===== config.mk =====
export PLATFORM = sky130hd
export DESIGN_NAME = ma_stage
export DESIGN_NICKNAME = d
export VERILOG_FILES = /design/src/rtl/ma_stage.sv
export SDC_FILE = /design/constraint.sdc
export NUM_CORES = 1
export LEC_CHECK = 0
export BUFFER_PORTS_ARGS = -buffer_cell sky130_fd_sc_hd__buf_2
export CAP_MARGIN = 20
export CORE_ASPECT_RATIO = 1.5
export CORE_UTILIZATION = 28
export DETAILED_ROUTE_END_ITERATION = 7
export MAX_ROUTING_LAYER = met4
export PLACE_DENSITY = 0.6
export SLEW_MARGIN = 0
export SYNTH_ARGS = -nofsm -noshare
export SYNTH_HDL_FRONTEND = slang
export SYNTH_SLANG_ARGS = --single-unit
export TNS_END_PERCENT = 20

===== constraint.sdc =====
create_clock -name clk -period 2.4 [get_ports clk]
set_clock_uncertainty 0.05 [all_clocks]
set_input_delay 0.36 -clock clk [delete_from_list [all_inputs] [get_ports clk]]
set_output_delay 0.36 -clock clk [all_outputs]
set_load 0.02 [all_outputs]

===== src/rtl/ma_stage.sv =====
// rtl/ma_stage.sv - memory-access pipeline stage: holds one instruction, extracts load data, feeds writeback and forwarding
module ma_stage (
  input  logic        clk,
  input  logic        rst,
  input  logic        ex_validout,
  input  logic [73:0] ex_to_ma_bus,
  input  logic [31:0] data_sram_rdata,
  input  logic        wb_allowin,
  output logic        ma_allowin,
  output logic        ma_validout,
  output logic [69:0] ma_to_wb_bus,
  output logic [37:0] ma_fwd_bus
);

  localparam logic ready_go = 1'b1;

  logic        valid_q, valid_d;
  logic [73:0] bus_q, bus_d;

  logic        res_from_mem;
  logic [2:0]  load_type;
  logic        gr_we;
  logic [4:0]  dest;
  logic [31:0] alu_result;
  logic [31:0] pc;

  logic [7:0]  byte_sel;
  logic [15:0] half_sel;
  logic [31:0] load_data;
  logic [31:0] final_result;

  assign res_from_mem = bus_q[73];
  assign load_type    = bus_q[72:70];
  assign gr_we        = bus_q[69];
  assign dest         = bus_q[68:64];
  assign alu_result   = bus_q[63:32];
  assign pc           = bus_q[31:0];

  assign ma_allowin  = ~valid_q | (ready_go & wb_allowin);
  assign ma_validout = valid_q & ready_go;

  always_comb begin
    valid_d = valid_q;
    bus_d   = bus_q;
    if (ma_allowin) begin
      valid_d = ex_validout;
    end
    if (ex_validout && ma_allowin) begin
      bus_d = ex_to_ma_bus;
    end
  end

  always_ff @(posedge clk or negedge rst) begin
    if (!rst) begin
      valid_q <= 1'b0;
      bus_q   <= 74'b0;
    end else begin
      valid_q <= valid_d;
      bus_q   <= bus_d;
    end
  end

  // SRAM read data is used combinationally; it stays stable while stalled
  always_comb begin
    byte_sel = 8'b0;
    half_sel = 16'b0;
    case (alu_result[1:0])
      2'b00:   byte_sel = data_sram_rdata[7:0];
      2'b01:   byte_sel = data_sram_rdata[15:8];
      2'b10:   byte_sel = data_sram_rdata[23:16];
      default: byte_sel = data_sram_rdata[31:24];
    endcase
    half_sel = alu_result[1] ? data_sram_rdata[31:16] : data_sram_rdata[15:0];
  end

  always_comb begin
    load_data = data_sram_rdata;
    case (load_type)
      3'b001:  load_data = {{24{byte_sel[7]}}, byte_sel};
      3'b010:  load_data = {24'b0, byte_sel};
      3'b011:  load_data = {{16{half_sel[15]}}, half_sel};
      3'b100:  load_data = {16'b0, half_sel};
      default: load_data = data_sram_rdata;
    endcase
  end

  assign final_result = res_from_mem ? load_data : alu_result;

  // gr_we goes to writeback raw; only the forwarding copy is qualified by valid
  assign ma_to_wb_bus = {gr_we, dest, final_result, pc};
  assign ma_fwd_bus   = {gr_we & valid_q, dest, final_result};

endmodule


==> impl_summary.log, run 1 <==
[metrics] largest fanout of any net on the critical path: 10
[metrics] post-synthesis cell type with the largest combined area: dfrtp_1
[metrics] Final Critical Period: 2.49 ns
[metrics] Vert. Die Dim: 158 µm
[metrics] fraction of the cycle the final worst path needs: 104%
[metrics] Register-to-Register Setup Slack: 0.82 ns
[metrics] synthesized instance count: 396
[metrics] Post-synth EDFFs: 0
[metrics] unrepaired setup endpoints after global routing: true
[metrics] CTS HTree Levels: 3
[metrics] critical path's slowest cell: dfrtp_2
[metrics] Avg WL per Cell: 18.5 µm
[metrics] path class of the lowest-slack min-delay path: in -> async
[metrics] leading post-synthesis cells by cell area: dfrtp_1 41%, mux2_2 18%, buf_4 13%
[metrics] depth of the most critical reg-to-reg path: 4
[metrics] utilization of the core after routing: 38.1%
[metrics] root buffer selected by CTS: clkbuf_16
[metrics] Core Box Area: 15800 µm²
[metrics] initial detailed-routing violation count: 174
[metrics] GR Util All Layers: 16.9%
[metrics] drt first pass iters: 5
[metrics] clock latency on the worst-skew pair: 0.33 ns
[metrics] number of endpoints failing setup at the final stage: 48
[metrics] Critical path destination: ma_fwd_bus[31]
[metrics] clk slew on worst S/H paths: 0.06 ns
[metrics] top achievable clock speed: 402 MHz
[metrics] worst voltage drop across the vdd grid: 307 µV
[metrics] Unique masters post-synth: 45
[metrics] vias in the first global route: 3705
[metrics] commonest non-fill, non-tap cells in the layout: 201 x buf_2, 74 x mux2_2, 70 x dfrtp_1
[metrics] total nets after synthesis: 506
[metrics] power density over the cells: 873 nW/µm²
[metrics] die extent in x: 106 µm
[metrics] leakage power figure: 0.00282 µW
[metrics] total grt overflow: 0
[metrics] Placer Congestion: 0.826
[metrics] critical path cell sequence: buf_12 -> nand2_2 -> a21oi_4 -> o311a_4 -> a221o_1 -> buf_4
[metrics] data required time of the critical path: 1.99 ns
[metrics] synthesized area divided by synthesized cell count: 11.5 µm²
[metrics] Via density: 4.81
[metrics] category of the worst setup path capture point: primary output
[metrics] violated checks: negative hold slack, negative setup slack
[metrics] number of hold-repair buffers added at the cts stage: 0
[metrics] share of the synthesized netlist area taken by xor and xnor gates: 0.384%
[metrics] outcome: complete, but fails checks
[metrics] number of fill cells in the layout: 1597
[metrics] HPWL after DPL: 10500 µm
[metrics] remaining max-slew budget at the tightest pin: 56.2%
[metrics] area used by sequential logic in the layout: 1880 µm²
[metrics] # port buffers: 219
[metrics] Largest stage delay, worst path: 0.45 ns
[metrics] number of violations of the max-capacitance limit: 0
[metrics] reg-to-reg startpoint: ma_validout$_DFFE_PN0N_
[metrics] TritonCTS clock tree: yes
[metrics] total wire length: 14100 µm
[metrics] starting utilization of the core area: 28.9%
[metrics] Worst Tran Pin Value: 0.657 ns
[metrics] setup slack of the critical path after layout: -0.0886 ns
[metrics] worst setup slack before clock tree synthesis: 0.127 ns
[metrics] post-route worst hold slack: -0.00425 ns
[metrics] Bufs and invs on worst path: 2
[metrics] most common cell after layout, fill and taps aside: buf_2
[metrics] Most used DFF post-synth: dfrtp_1
[metrics] max-slew violation count: 0
[metrics] Total Nets Final: 664
[metrics] Crit path max-delay family: compound AO/OA/AOI/OAI gates
[metrics] timing startpoint of the critical path: bus_q[33]$_DFFE_PN0P_
[metrics] antenna violations before repair: 2
[metrics] relative area change from synthesis to final layout: 31.8%
[metrics] drc violations: 0
[metrics] Yosys top cell area share: 41.2%
[metrics] TritonCTS Sinks: 75
[metrics] Worst Setup Path Type: reg -> out
[metrics] total via count after detailed routing: 3672
[metrics] Netlist Area Pre-Place: 4560 µm²
[metrics] dominant combinational cell family by area after synthesis: multiplexers
[metrics] I/O pin count: 220
[metrics] async set-reset flop share out of synthesis: 100%
[metrics] Seq/Total Area, Yosys: 41.2%
[metrics] share of cell area taken by muxes after synthesis: 23.2%
[metrics] DRT antenna net count: 0
[metrics] synthesis-stage register bit count: 75
[metrics] fraction of the mapped netlist area in adder cells: 0%
[metrics] clock buffers created by TritonCTS: 9
[metrics] largest net degree at the start of global routing: 49
[metrics] area fraction in compound gates after synthesis: 13.3%
[metrics] layout cells sized above 1: 66.7%
[metrics] maximum root-to-sink buffer count: 2
[metrics] floorplan row count: 56
[metrics] basic-gate share of the synthesized area counting and, or, nand and nor cells: 5.90%
[metrics] combined area of the multi-input logic cells: 2080 µm²
[metrics] capture instance of the worst register-to-register path: bus_q[29]$_DFFE_PN0P_
[metrics] Worst Setup Start Kind: flip-flop
[metrics] number of hold-slack violations in the final timing report: 2
[metrics] cell depth of the worst setup path: 6
[metrics] Total Die Area: 16800 µm²
[metrics] Yosys warning total: 0
[metrics] wire length of the first global-routing pass: 20500 µm
[metrics] arrival time of the worst setup path: 2.08 ns
[metal layers]
metal	global-route usage [%]	up-vias	share of wire, %
li1	-	1695	-
met1	19.3	1797	39
met2	28.7	160	53
met3	3.56	20	5.9
met4	7.01	0	2.1
met5	-	-	0
[cell type report]
| cell class | instances | area share [%] |
|---|---|---|
| Antenna cell | 2 | 0.0833 |
| Clock buffer | 10 | 3.98 |
| Clock inverter | 5 | 0.895 |
| Inverter | 4 | 0.396 |
| Multi-Input combinational cell | 218 | 34.6 |
| Sequential cell | 75 | 31.3 |
| Tap cell | 203 | 4.23 |
| Timing Repair Buffer | 246 | 24.5 |
[cells by family (layout without fill, tap and decap cells)]
kind of cell	Yosys count	after routing
XOR/XNOR	2	2
AND/OR/NAND/NOR	53	53
AO/OA/AOI/OAI	68	69
multiplexers	94	94
buffers and inverters	104	265
flip-flops	75	75
other	0	2
[metrics by stage]
stage                     power (µW)  cell area, µm²  std cells  setup TNS (ns)  hold slack, ns
after floorplan                 3280            4560        396               0          0.0144
after global placement          3670            5390        736               0           0.385
after detailed placement        3690            5390        736               0           0.385
after CTS                       5230            5910        761           -3.43          0.0211
after global routing            5530            6010        763           -6.46          0.0452
final                           5250            6010        763           -1.68        -0.00425
[state kept, by name (all words and copies together), names as in the netlist]
name         flops
ma_validout      1
bus_q           74
[cells in the mapped netlist (4+ instances only)]
cell	count
a31oi_1	4
clkbuf_1	5
a21oi_1	8
nor2_1	9
o221a_2	7
a221o_1	16
buf_6	5
nand2_1	15
buf_4	76
nand3_1	11
a32oi_1	6
mux2i_1	18
buf_2	13
o211ai_1	8
nand2b_1	4
mux2_2	74
dfrtp_1	75
[report_power, final]
| part | internal (µW) | switching [µW] |
|---|---|---|
| Sequential | 1450 | 124 |
| Combinational | 996 | 1320 |
| Clock | 824 | 531 |
[worst min path at each step]
stage          startpoint  depth (start not counted)                     to  slack, ns
2_1_floorplan         rst                          0   bus_q[0]$_DFFE_PN0P_       0.01
3_3_place_gp          rst                          1  bus_q[14]$_DFFE_PN0P_       0.38
3_5_place_dp          rst                          1  bus_q[10]$_DFFE_PN0P_       0.39
4_1_cts               rst                          1  bus_q[10]$_DFFE_PN0P_       0.02
5_1_grt               rst                          1   bus_q[9]$_DFFE_PN0P_       0.05
6_report              rst                          1  bus_q[10]$_DFFE_PN0P_     -0.004
[what timing repair did]
| action | in CTS | in global routing |
|---|---|---|
| endpoints found under the setup margin | 64 | 64 |
| setup buffers | 8 | 0 |
| pin swaps | 12 | 8 |
| gates resized for setup | 33 | 28 |
| gates cloned | 2 | 0 |
Power figures use the tool's default switching activity.
==> run 2, diff against run 1 <==
Settings changed: GPL_TIMING_DRIVEN set to 0, SETUP_SLACK_MARGIN set to 0.2.
==> run 2 against run 1 <==
  * The run ends with negative setup slack left
  * Register-to-register slack lost 0.14 ns
  * Non-clock buffer count grew 91
  * Sequential share of layout area shrank 3.8 points
  * Hold slack gained 0.19 ns
  * Via count grew 11%
  * Die area is the same
  * Final cell count grew 12%
  * Maximum frequency shrank 5.0%
  * Utilization grew 5.1 points
  * Wire length grew 7.3%
  * Critical path type unchanged
==> impl_summary.log, run 2 (synthesis gave the netlist of run 1 again) <==
[metrics] end point of the most critical hold path: ma_validout$_DFFE_PN0N_
[metrics] most common cell after layout, fill and taps aside: buf_2
[metrics] drt first pass iters: 4
[metrics] path class of the lowest-slack min-delay path: in -> reg
[metrics] total grt overflow: 0
[metrics] register with the highest flop count: bus_q
[metrics] # port buffers: 219
[metrics] Total Die Area: 16800 µm²
[metrics] Worst Setup Start Kind: flip-flop
[metrics] largest fanout of any net on the critical path: 7
[metrics] Vert. Die Dim: 158 µm
[metrics] root buffer selected by CTS: clkbuf_16
[metrics] clk slew on worst S/H paths: 0.06 ns
[metrics] placed insts: 819
[metrics] remaining max-slew budget at the tightest pin: 64.7%
[metrics] Via density: 4.78
[metrics] clock buffers created by TritonCTS: 9
[metrics] maximum root-to-sink buffer count: 2
[metrics] data required time of the critical path: 1.99 ns
[metrics] power density over the cells: 845 nW/µm²
[metrics] DRT antenna net count: 0
[metrics] layout cells sized above 1: 71.5%
[metrics] wire length of the first global-routing pass: 22400 µm
[metrics] starting utilization of the core area: 28.9%
[metrics] outcome: complete, but fails checks
[metrics] number of non-filler instances in the completed layout: 854
[metrics] die extent in x: 106 µm
[metrics] max reg flops: 74
[metrics] Worst Setup Path Type: reg -> out
[metrics] drc violations: 0
[metrics] Final Critical Period: 2.62 ns
[metrics] number of violations of the max-capacitance limit: 0
[metrics] number of cells on the worst hold path: 2
[metrics] HPWL after DPL: 11700 µm
[metrics] launch instance of the worst min-delay path: ex_validout
[metrics] vias in the first global route: 4163
[metrics] Avg WL per Cell: 17.7 µm
[metrics] Core Box Area: 15800 µm²
[metrics] total via count after detailed routing: 4080
[metrics] Register-to-Register Setup Slack: 0.68 ns
[metrics] TritonCTS clock tree: yes
[metrics] antenna violations before repair: 2
[metrics] number of endpoints failing setup at the final stage: 62
[metrics] number of fill cells in the layout: 1554
[metrics] number of hold-slack violations in the final timing report: 0
[metrics] Total Nets Final: 754
[metrics] floorplan row count: 56
[metrics] Placer Congestion: 0.856
[metrics] top achievable clock speed: 382 MHz
[metrics] GR Util All Layers: 18.4%
[metrics] unrepaired setup endpoints after global routing: true
[metrics] I/O pin count: 220
[metrics] largest net degree at the start of global routing: 66
[metrics] worst voltage drop across the vdd grid: 383 µV
[metrics] initial detailed-routing violation count: 89
[metrics] fraction of the cycle the final worst path needs: 109%
[metrics] arrival time of the worst setup path: 2.21 ns
[metrics] clock latency on the worst-skew pair: 0.33 ns
[metrics] setup slack of the critical path after layout: -0.220 ns
[metrics] TritonCTS Sinks: 75
[metrics] leakage power figure: 0.00327 µW
[metrics] CTS HTree Levels: 3
[metrics] overall power consumption: 5760 µW
[metrics] depth of the most critical reg-to-reg path: 5
[metrics] commonest non-fill, non-tap cells in the layout: 175 x buf_2, 111 x buf_4, 74 x mux2_2, 74 x dfrtp_1, 41 x buf_6
[metrics] relative area change from synthesis to final layout: 49.4%
[metrics] total wire length: 15100 µm
[metrics] violated checks: negative setup slack
[metrics] max-slew violation count: 0
[metrics] category of the worst setup path capture point: primary output
[metrics] capture instance of the worst register-to-register path: bus_q[7]$_DFFE_PN0P_
[metrics] Worst Tran Pin Value: 0.529 ns
[metrics] reg-to-reg startpoint: ma_validout$_DFFE_PN0N_
## run 2: changes by cell type in the layout (fill, tap and decap cells not counted), moves of 3 or more
| cell | previous run | this run |
|---|---|---|
| a21oi_1 | 4 | 1 |
| a21oi_2 | 1 | 5 |
| buf_12 | 4 | 0 |
| buf_2 | 201 | 175 |
| buf_4 | 26 | 111 |
| buf_6 | 13 | 41 |
| clkbuf_1 | 0 | 3 |
| dfrtp_1 | 70 | 74 |
| dfrtp_2 | 5 | 1 |
| nand3_1 | 9 | 6 |
## run 2: per-stage QoR
stage / utilization (%) / cell area, µm² / hold slack (ns) / setup TNS, ns / setup slack, ns
floorplan: - / 4570 / 0.0144 / 0 / 0.138
global placement: 37.5 / 5920 / 0.438 / -0.0376 / -0.0170
finish: 43.2 / 6810 / 0.184 / -7.13 / -0.220
CTS: 40.9 / 6450 / 0.175 / -7.63 / -0.211
global route: 43.2 / 6810 / 0.182 / -11.66 / -0.286
detailed placement: 37.7 / 5950 / 0.164 / 0 / 0.00777
## run 2: worst max path at each step
stage | from | to | slack [ns] | depth (start not counted)
floorplan | bus_q[71]$_DFFE_PN0P_ | ma_to_wb_bus[39] | 0.14 | 6
global placement | bus_q[72]$_DFFE_PN0P_ | ma_to_wb_bus[35] | -0.02 | 6
detailed placement | bus_q[72]$_DFFE_PN0P_ | ma_to_wb_bus[35] | 0.008 | 6
CTS | bus_q[71]$_DFFE_PN0P_ | ma_to_wb_bus[44] | -0.21 | 7
global route | bus_q[71]$_DFFE_PN0P_ | ma_to_wb_bus[33] | -0.29 | 8
finish | bus_q[71]$_DFFE_PN0P_ | ma_to_wb_bus[45] | -0.22 | 7
## run 2: timing repair
| item | in CTS | in global routing |
|---|---|---|
| hold buffers | 1 | 0 |
| endpoints found under the hold margin | 10 | 0 |
| resized for setup | 59 | 81 |
| endpoints found under the setup margin | 64 | 64 |
| gates cloned | 1 | 1 |
| buffers inserted | 6 | 8 |
| pin swaps | 15 | 13 |
## run 2: metal layers
metal,up-vias,share of wire (%),track usage (%)
li1,1881,-,-
met1,2018,38,19.5
met2,155,54,33.1
met3,26,5.4,4.22
met4,0,2.6,6.94
met5,-,0,-
## run 2: critical path: stages, from the launching register on
cell and delay, ns:
dfrtp_2 0.45, buf_6 0.16, or3b_4 0.45, a21boi_4 0.19, o211ai_1 0.18, o221a_2 0.26
buf_6 0.10, buf_6 0.10
## run 2: cell type report
class | instances | area [µm²] | share of cell area, %
multi-input cells | 217 | 2090 | 30.7
repair buffers | 237 | 1510 | 22.1
diodes | 2 | 5.00 | 0.0735
clock inverters | 6 | 50.0 | 0.735
clock buffers | 10 | 229 | 3.36
plain buffers | 100 | 772 | 11.3
well taps | 203 | 254 | 3.73
inverters | 4 | 27.5 | 0.404
flip-flops and latches | 75 | 1880 | 27.6
## run 2: report_power, final
part / total [µW] / internal, µW / switching [µW]
sequential: 1560 / 1450 / 109
combinational: 2930 / 1470 / 1460
clock: 1270 / 713 / 558
==> run 3, diff against run 2 <==
Settings changed: CTS_BUF_LIST set to sky130_fd_sc_hd__clkbuf_8.
==> run 3 against run 2 <==
  * Clock-buffer cell count decreased by 1
  * Non-clock buffer count fell by 2
  * Largest cell class unchanged
  * The run still ends with negative setup slack left
  * Clock power decreased by 29%
  * Die area unchanged
  * Global-route usage about the same
  * Sequential power about the same
  * Utilization fell by 0.72 points
==> impl_summary.log, run 3 (synthesis gave the netlist of run 1 again) <==
[metrics] starting utilization of the core area: 28.9%
[metrics] Switching Share: 38.8%
[metrics] total via count after detailed routing: 4050
[metrics] leakage power figure: 0.00322 µW
[metrics] launch instance of the worst min-delay path: ex_validout
[metrics] largest net degree at the start of global routing: 66
[metrics] total wire length: 15100 µm
[metrics] area used by sequential logic in the layout: 1880 µm²
[metrics] path class of the lowest-slack min-delay path: in -> reg
[metrics] number of hold-slack violations in the final timing report: 0
[metrics] CTS HTree Levels: 3
[metrics] GR met2 Demand/Resource: 33.3%
[metrics] Total Die Area: 16800 µm²
[metrics] fraction of power consumed by combinational cells: 54.4%
[metrics] unrepaired setup endpoints after global routing: true
[metrics] Register-to-Register Setup Slack: 0.67 ns
[metrics] Most Used Layer, Global Route: met2
[metrics] max reg flops: 74
[metrics] TritonCTS clock tree: yes
[metrics] most common cell after layout, fill and taps aside: buf_2
[metrics] commonest non-fill, non-tap cells in the layout: 177 x buf_2, 105 x buf_4, 74 x mux2_2, 74 x dfrtp_1, 42 x buf_6
[metrics] category of the worst setup path capture point: primary output
[metrics] HPWL after DPL: 11700 µm
[metrics] Core Box Area: 15800 µm²
[metrics] arrival time of the worst setup path: 2.23 ns
[metrics] I/O pin count: 220
[metrics] clock buffers created by TritonCTS: 9
[metrics] number of endpoints failing setup at the final stage: 64
[metrics] number of cells on the worst hold path: 2
[metrics] register with the highest flop count: bus_q
[metrics] number of violations of the max-capacitance limit: 0
[metrics] top achievable clock speed: 379 MHz
[metrics] vias in the first global route: 4165
[metrics] wire length of the first global-routing pass: 22400 µm
[metrics] Avg WL per Cell: 17.8 µm
[metrics] GR Util All Layers: 18.4%
[metrics] final instance area: 6700 µm²
[metrics] floorplan row count: 56
[metrics] DRT antenna net count: 0
[metrics] worst voltage drop across the vdd grid: 347 µV
[metrics] violated checks: negative setup slack
[metrics] TritonCTS Sinks: 75
[metrics] utilization of the core after routing: 42.5%
[metrics] met1 capacity usage during global routing: 19.6%
[metrics] sequential share of power: 28.9%
[metrics] Placer Congestion: 0.856
[metrics] # port buffers: 219
[metrics] end point of the most critical hold path: ma_validout$_DFFE_PN0N_
[metrics] drt first pass iters: 4
[metrics] power density over the cells: 805 nW/µm²
[metrics] combined area of the multi-input logic cells: 2080 µm²
[metrics] global-route met3 utilization: 4.34%
[metrics] internal power contribution: 3300 µW
[metrics] placed cell area: 5950 µm²
[metrics] maximum root-to-sink buffer count: 2
[metrics] root buffer selected by CTS: clkbuf_8
[metrics] largest fanout of any net on the critical path: 7
[metrics] drc violations: 0
[metrics] fraction of the cycle the final worst path needs: 110%
[metrics] initial detailed-routing violation count: 123
[metrics] switching power summed over all nets: 2090 µW
[metrics] Worst Setup Path Type: reg -> out
[metrics] Worst Tran Pin Value: 0.564 ns
[metrics] depth of the most critical reg-to-reg path: 5
[metrics] total grt overflow: 0
[metrics] layout cells sized above 1: 70.9%
[metrics] antenna violations before repair: 2
[metrics] Vert. Die Dim: 158 µm
[metrics] remaining max-slew budget at the tightest pin: 62.4%
[metrics] max-slew violation count: 0
[metrics] clock share of power: 16.7%
[metrics] Total Nets Final: 752
[metrics] number of fill cells in the layout: 1569
[metrics] Worst Setup Start Kind: flip-flop
[metrics] data required time of the critical path: 1.99 ns
[metrics] relative area change from synthesis to final layout: 46.9%
[metrics] Final Critical Period: 2.64 ns
[metrics] Via density: 4.75
[metrics] die extent in x: 106 µm
[metrics] outcome: complete, but fails checks
[metrics] setup slack of the critical path after layout: -0.240 ns
[metrics] reg-to-reg startpoint: ma_validout$_DFFE_PN0N_
[metrics] clk slew on worst S/H paths: 0.09 ns
[metrics] clock latency on the worst-skew pair: 0.36 ns
[metrics] capture instance of the worst register-to-register path: bus_q[7]$_DFFE_PN0P_
## run 3: cell count changes in the layout (fill, tap and decap cells not counted), moves of 2 or more
cell,change
clkbuf_16,-9
buf_4,-6
buf_2,+2
clkbuf_8,+9
## run 3: per-stage QoR
stage / std cells / TNS, ns / total power (µW) / hold slack, ns / setup slack (ns)
floorplan: 396 / 0 / 3290 / 0.0144 / 0.138
global placement: 818 / -0.0376 / 4030 / 0.438 / -0.0170
detailed placement: 819 / 0 / 4060 / 0.164 / 0.00777
CTS: 843 / -9.82 / 5170 / 0.140 / -0.246
global route: 852 / -14.87 / 5700 / 0.136 / -0.330
finish: 852 / -9.16 / 5390 / 0.156 / -0.240
## run 3: power by group through the flow
stage | Sequential [µW] | Combinational [µW] | Clock [µW]
floorplan | 1540 | 1740 | 0
global placement | 1570 | 2460 | 0
detailed placement | 1580 | 2480 | 0
CTS | 1560 | 2660 | 955
global route | 1590 | 3110 | 1000
finish | 1560 | 2930 | 900
## run 3: repair_timing
item                                    in CTS  in global routing
resized for setup                           57                 76
setup buffers                                6                  6
endpoints found under the hold margin       10                  0
pin swaps                                   15                  9
hold buffers                                 1                  0
gates cloned                                 1                  1
endpoints found under the setup margin      64                 64
## run 3: worst max-delay path by stage
stage	from	cells past startpoint	slack (ns)	end
after floorplan	bus_q[71]$_DFFE_PN0P_	6	0.14	ma_to_wb_bus[39]
after global placement	bus_q[72]$_DFFE_PN0P_	6	-0.02	ma_to_wb_bus[35]
after detailed placement	bus_q[72]$_DFFE_PN0P_	6	0.008	ma_to_wb_bus[35]
after CTS	bus_q[33]$_DFFE_PN0P_	7	-0.25	ma_to_wb_bus[46]
after global routing	bus_q[71]$_DFFE_PN0P_	7	-0.33	ma_to_wb_bus[43]
final	bus_q[71]$_DFFE_PN0P_	7	-0.24	ma_to_wb_bus[44]
## run 3: per-layer routing
metal | share of wire [%] | routed length (µm)
met1 | 38 | 5670
met2 | 55 | 8260
met3 | 5.7 | 865
met4 | 2.2 | 333
met5 | 0 | 0
## run 3: critical path, stage by stage, from the launching register on
cell	delay, ns
dfrtp_2	0.45
buf_6	0.16
or3b_4	0.45
a21boi_4	0.19
o211ai_1	0.19
o221a_2	0.24
buf_6	0.10
buf_6	0.10
## run 3: layout make-up
| class | count | share of cell area [%] |
|---|---|---|
| Multi-Input combinational cell | 217 | 31.1 |
| Clock inverter | 7 | 0.803 |
| Timing Repair Buffer | 235 | 22.5 |
| Buffer | 100 | 11.5 |
| Tap cell | 203 | 3.79 |
| Sequential cell | 75 | 28.0 |
| Antenna cell | 2 | 0.0747 |
| Clock buffer | 9 | 1.85 |
| Inverter | 4 | 0.411 |
